File: src/rtl/sevseg_mux_if.sv
// rtl/sevseg_mux_if.sv - Display-data load port and multiplexed LED drive signals for sevseg_mux
interface sevseg_mux_if #(
  parameter int N_DIGITS = 4
);
  logic [4*N_DIGITS-1:0] value;
  logic [N_DIGITS-1:0]   dp_in;
  logic [N_DIGITS-1:0]   blank_mask;
  logic                  load;
  logic [6:0]            ca;
  logic                  dp;
  logic [N_DIGITS-1:0]   an;
  logic                  frame_tick;

  modport master (
    output value, dp_in, blank_mask, load,
    input  ca, dp, an, frame_tick
  );

  modport slave (
    input  value, dp_in, blank_mask, load,
    output ca, dp, an, frame_tick
  );
endinterface

File: src/rtl/sevseg_mux.sv
// rtl/sevseg_mux.sv - Time-multiplexed hex seven-segment driver with frame-synchronous double buffering
// Loaded data waits in a shadow copy and only becomes visible at a frame boundary, so a frame never tears.
module sevseg_mux #(
  parameter int N_DIGITS    = 4,
  parameter int REFRESH_DIV = 100000,
  parameter bit LZB_EN      = 1'b1
) (
  input  logic        clk,
  input  logic        rst_n,
  sevseg_mux_if.slave bus
);
  localparam int PW = $clog2(REFRESH_DIV);
  localparam int IW = (N_DIGITS > 1) ? $clog2(N_DIGITS) : 1;
  localparam logic [PW-1:0] PRESC_LAST = PW'(REFRESH_DIV - 1);
  localparam logic [IW-1:0] IDX_LAST   = IW'(N_DIGITS - 1);

  logic [PW-1:0]         presc;
  logic [IW-1:0]         idx;
  logic [4*N_DIGITS-1:0] sh_value, act_value;
  logic [N_DIGITS-1:0]   sh_dp, act_dp;
  logic [N_DIGITS-1:0]   sh_blank, act_blank;
  logic                  pending;
  logic                  frame_tick_q;
  logic [6:0]            ca_q;
  logic                  dp_q;
  logic [N_DIGITS-1:0]   an_q;

  logic                  tc;
  logic                  frame_end;
  logic [3:0]            nib;
  logic [4*N_DIGITS-1:0] upper;
  logic                  lzb;
  logic                  blank_now;
  logic [6:0]            seg;

  always_comb begin
    tc        = (presc == PRESC_LAST);
    frame_end = tc && (idx == IDX_LAST);
    nib       = act_value[4*idx +: 4];
    // Current digit plus every more-significant one, for leading-zero detection.
    upper     = act_value >> (4 * idx);
    lzb       = LZB_EN && (idx != '0) && (upper == '0);
    blank_now = act_blank[idx] | lzb;
    case (nib)
      4'h0:    seg = 7'h01;
      4'h1:    seg = 7'h4F;
      4'h2:    seg = 7'h12;
      4'h3:    seg = 7'h06;
      4'h4:    seg = 7'h4C;
      4'h5:    seg = 7'h24;
      4'h6:    seg = 7'h20;
      4'h7:    seg = 7'h0F;
      4'h8:    seg = 7'h00;
      4'h9:    seg = 7'h04;
      4'hA:    seg = 7'h08;
      4'hB:    seg = 7'h60;
      4'hC:    seg = 7'h31;
      4'hD:    seg = 7'h42;
      4'hE:    seg = 7'h30;
      default: seg = 7'h38;
    endcase
  end

  always_ff @(posedge clk) begin
    if (!rst_n) begin
      presc        <= '0;
      idx          <= '0;
      sh_value     <= '0;
      sh_dp        <= '0;
      sh_blank     <= '0;
      act_value    <= '0;
      act_dp       <= '0;
      act_blank    <= '0;
      pending      <= 1'b0;
      frame_tick_q <= 1'b0;
      ca_q         <= 7'h7F;
      dp_q         <= 1'b1;
      an_q         <= '1;
    end else begin
      presc <= tc ? '0 : presc + PW'(1);
      if (tc) begin
        idx <= (idx == IDX_LAST) ? '0 : idx + IW'(1);
      end

      if (bus.load) begin
        sh_value <= bus.value;
        sh_dp    <= bus.dp_in;
        sh_blank <= bus.blank_mask;
      end

      // A load landing on the boundary edge bypasses the shadow so it shows this frame.
      if (frame_end && (pending || bus.load)) begin
        act_value <= bus.load ? bus.value      : sh_value;
        act_dp    <= bus.load ? bus.dp_in      : sh_dp;
        act_blank <= bus.load ? bus.blank_mask : sh_blank;
        pending   <= 1'b0;
      end else if (bus.load) begin
        pending <= 1'b1;
      end

      frame_tick_q <= frame_end;
      an_q         <= ~(N_DIGITS'(1) << idx);
      ca_q         <= blank_now ? 7'h7F : seg;
      dp_q         <= blank_now | ~act_dp[idx];
    end
  end

  assign bus.ca         = ca_q;
  assign bus.dp         = dp_q;
  assign bus.an         = an_q;
  assign bus.frame_tick = frame_tick_q;
endmodule

File: src/flat_wrapper.sv
// flat-port wrapper written by rule: the top's interface ports become plain ports
module sevseg_mux_flat 
#(
  parameter int N_DIGITS    = 4,
  parameter int REFRESH_DIV = 100000,
  parameter bit LZB_EN      = 1'b1
)
  (clk, rst_n, bus_value, bus_dp_in, bus_blank_mask, bus_load, bus_ca, bus_dp, bus_an, bus_frame_tick);
  sevseg_mux_if #(.N_DIGITS(N_DIGITS)) bus_i ();
  input  logic clk;
  input  logic rst_n;
  input wire logic [$bits(bus_i.value)-1:0] bus_value;
  input wire logic [$bits(bus_i.dp_in)-1:0] bus_dp_in;
  input wire logic [$bits(bus_i.blank_mask)-1:0] bus_blank_mask;
  input wire logic [$bits(bus_i.load)-1:0] bus_load;
  output wire logic [$bits(bus_i.ca)-1:0] bus_ca;
  output wire logic [$bits(bus_i.dp)-1:0] bus_dp;
  output wire logic [$bits(bus_i.an)-1:0] bus_an;
  output wire logic [$bits(bus_i.frame_tick)-1:0] bus_frame_tick;
  assign bus_i.value = bus_value;
  assign bus_i.dp_in = bus_dp_in;
  assign bus_i.blank_mask = bus_blank_mask;
  assign bus_i.load = bus_load;
  assign bus_ca = bus_i.ca;
  assign bus_dp = bus_i.dp;
  assign bus_an = bus_i.an;
  assign bus_frame_tick = bus_i.frame_tick;
  sevseg_mux #(.N_DIGITS(N_DIGITS), .REFRESH_DIV(REFRESH_DIV), .LZB_EN(LZB_EN)) u_core (.clk(clk), .rst_n(rst_n), .bus(bus_i));
endmodule
File: config.mk
export PLATFORM = sky130hd
export DESIGN_NAME = sevseg_mux_flat
export DESIGN_NICKNAME = d
export VERILOG_FILES = /design/src/rtl/sevseg_mux_if.sv /design/src/rtl/sevseg_mux.sv /design/src/flat_wrapper.sv
export SDC_FILE = /design/constraint.sdc
export NUM_CORES = 1
export LEC_CHECK = 0
export ABC_AREA = 1
export CAP_MARGIN = 20
export CORE_MARGIN = 2
export CORE_UTILIZATION = 40
export CTS_BUF_LIST = sky130_fd_sc_hd__clkbuf_8
export DETAILED_ROUTE_END_ITERATION = 16
export GPL_TIMING_DRIVEN = 0
export SLEW_MARGIN = 30
export SYNTH_ARGS = -nofsm -noshare
export SYNTH_HDL_FRONTEND = slang
export SYNTH_SLANG_ARGS = --single-unit
File: constraint.sdc
create_clock -name clk -period 2.4 [get_ports clk]
set_clock_uncertainty 0.15 [all_clocks]
set_input_delay 0.48 -clock clk [delete_from_list [all_inputs] [get_ports clk]]
set_output_delay 0.48 -clock clk [all_outputs]
set_load 0.01 [all_outputs]
==> qor.yml <==
ant_nets: 0
worst-setup-path-type: "register to register"
postCtsHoldBufs: 0
crit_family: "simple AND/OR/NAND/NOR gates"
min_to: "u_core.presc[0]$_SDFF_PP0_"
min_path_cells: 1
synth-adder-area-share_pct: 3.22
die_w_um: 103
synth_top_family_by_area: "simple AND/OR/NAND/NOR gates"
status: "finished, final reports clean"
place_inst: 704
synth-seq-area-share_pct: 41.8
postCtsSetupBuffers: 0
synth_top_flop_cell: "dfxtp_1"
wire_per_inst_um: 11.4
fin_area_mm2: 0.00466
cts_root_buf: "clkbuf_8"
fin_total_pwr_mw: 2.72
cts_buffers: 9
synth_top_area_cell: "dfxtp_1"
rsz0062_at_grt: "false"
fin_tns_setup_ns: 0
synth_compound_area_share_pct: 4.06
finalMaxSlewViolations: 0
yosys.area.top_type_share_pct: 41.8
clock_power_share_pct: 42.5
r2r_end: "u_core.bus.ca[5]$_SDFF_PP1_"
grt_remaining_overflow: 0
cp_common_cell: "nand2_1"
drc: 0
fmax_mhz: 475
post-route-util_pct: 49.9
yosysMostFrequentCell: "nand2_1"
drt_iter0_drc: 138
p_int_mw: 2.14
holdWs_ns: 0.301
clk_pin_slew_ns: 0.08
clk_latency_ns: 0.34
drt_pass1_iterations: 4
core_area_mm2: 0.00933
vias_per_cell: 4.56
holdCritPathClass: "register to register"
fp.dieArea_mm2: 0.0105
holdCritStartpoint: "u_core.presc[0]$_SDFF_PP0_"
r2r-start: "u_core.idx[0]$_SDFFE_PN0P_"
instances_no_fill: 719
hpwl_um: 6190
end_kind: "register"
synth_cells: 538
crit_chain: "buf_6 > clkbuf_4 > nand2_1 > nand3_1 > nand2_1 > ha_1 > inv_1 > nor2_1 > nand3_1 > nor2_1 > a21oi_4 > nand2_1"
finalCritPeriodShare_pct: 87.7
switchingPower_uw: 589
portBuffers: 37
ir_drop_mv: 0.205
cellLeakagePower_nw: 2.06
combPwrFrac_pct: 6.5
max_slew.worst_pin.slew_ns: 0.539
drive_gt1_share_pct: 8.14
arrival_ns: 2.19
place_ws_ns: 0.145
muxShareOfSynthArea_pct: 6.19
drt_wl_total_um: 8210
start_util_pct: 41.6
netlist_area_mm2: 0.00388
area_growth_pct: 20.0
worstPathMaxFanout: 10
diodes: 0
setup-violations-final: 0
cp.required_ns: 2.48
synth_cell_types: 29
power-per-cell-area_mw_per_mm2: 585
cts-htree-levels: 3
p_sw_share_pct: 21.6
critical_path.slowest_cell: "dfxtp_1"
async_reset_ff_share_pct: 0
maxCapViolCount: 0
place_congestion: 0.855
grt_max_degree: 14
avgSynthCellArea_um2: 7.21
grt_pass1_vias: 3086
pwr-share-seq_pct: 51.0
synth_seq_cells: 81
synth-edff-count: 0
grt_first_pass_wirelength_um: 14200
crit_path_max_incr_delay_ns: 0.41
syn-num-nets: 575
vias: 3278
r2r_cells: 12
nets: 622
cts_tree: "yes"
die_height_um: 103
synth_area_leaders: "dfxtp_1, nand2_1, nor2_1"
row_count: 35
hold_viol: 0
maxSlewHeadroom_pct: 63.8
synth-xor-area-share_pct: 1.81
postPlaceCellArea_mm2: 0.00441
synth-simple-area-share_pct: 31.6
post-route-min-period_ns: 2.11
fin_ws_ns: 0.295
synth_warnings: 0
cts_buffer_depth: 2
ff2ff_setup_slack_ns: 0.29
io_pins: 40
grt_antenna_before_repair: 0
clock_sink_count: 81
start_kind: "register"
synth_common_cells: "nand2_1, nor2_1, dfxtp_1, inv_1, nand4_1"
path_buf_inv: 3
gr-usage-all-layers_pct: 17.1
[routing by layer]
layer | track usage (%) | routed length (µm) | vias up
li1 | - | - | 1777
met1 | 24.9 | 4330 | 1430
met2 | 25.0 | 3450 | 62
met3 | 3.05 | 293 | 9
met4 | 6.77 | 125 | 0
met5 | 0 | 0 | -
[power by group through the flow]
stage | registers, mW | clock network, mW | logic (mW)
6_report | 1.39 | 1.16 | 0.178
3_5_place_dp | 1.42 | 0 | 0.179
5_1_grt | 1.39 | 1.24 | 0.198
2_1_floorplan | 1.42 | 0 | 0.0957
3_3_place_gp | 1.42 | 0 | 0.177
4_1_cts | 1.39 | 1.19 | 0.180
[worst max-delay path by stage]
stage / cells after the start / from / slack, ns / end
after CTS: 13 / u_core.idx[0]$_SDFFE_PN0P_ / 0.14 / u_core.bus.ca[5]$_SDFF_PP1_
after detailed placement: 13 / u_core.idx[0]$_SDFFE_PN0P_ / 0.14 / u_core.bus.ca[5]$_SDFF_PP1_
after global placement: 13 / u_core.idx[0]$_SDFFE_PN0P_ / 0.15 / u_core.bus.dp$_SDFF_PN1_
after global routing: 12 / u_core.idx[0]$_SDFFE_PN0P_ / 0.01 / u_core.bus.ca[1]$_SDFF_PP1_
final: 12 / u_core.idx[0]$_SDFFE_PN0P_ / 0.29 / u_core.bus.ca[5]$_SDFF_PP1_
after floorplan: 13 / u_core.idx[0]$_SDFFE_PN0P_ / 0.49 / u_core.bus.ca[0]$_SDFF_PP1_
[state kept, by name, indices dropped and copies added (netlist names), 4 cells and up]
signal	count
u_core.presc	17
u_core.act_value	16
u_core.sh_value	16
u_core.bus.ca	7
u_core.act_blank	4
u_core.act_dp	4
u_core.bus.an	4
u_core.sh_blank	4
u_core.sh_dp	4
[final cells by class]
type                       instances  area, µm²
fill                             963       4670
multi-input combinational        356       1830
sequential                        81       1620
timing repair buffer              37        370
inverter                          77        289
clock buffer                      12        165
tap                              129        161
buffer                            23        148
clock inverter                     4       73.8
[timing repair]
action / CTS / global route
resized for setup: 0 / 2
hold endpoints to repair: 0 / 0
endpoints found under the setup margin: 0 / 8
[layout by cell type (no fill, tap or decap), types with 3 or more instances in the layout]
cell type and count:
nor3_1 6, dfxtp_1 81, buf_2 10, inv_2 3, ha_1 10, nor2_2 3, o21ai_0 13, nand2_2 3
clkdlybuf4s50_1 37, inv_1 73, nor2_1 82, nand2_1 131, mux2i_1 24, nand4_1 28, xor2_1 7, a21oi_1 11
clkbuf_8 12, clkbuf_1 4, buf_6 5, o21ai_1 3, nand3_1 27
[kinds of logic after synthesis]
logic type	count (synthesis)
xor+xnor	8
compound gates	30
mux	24
fa+ha+maj	10
buf+inv	101
flops	81
simple gates	284
No activity file was read; power rests on OpenSTA's default activity.
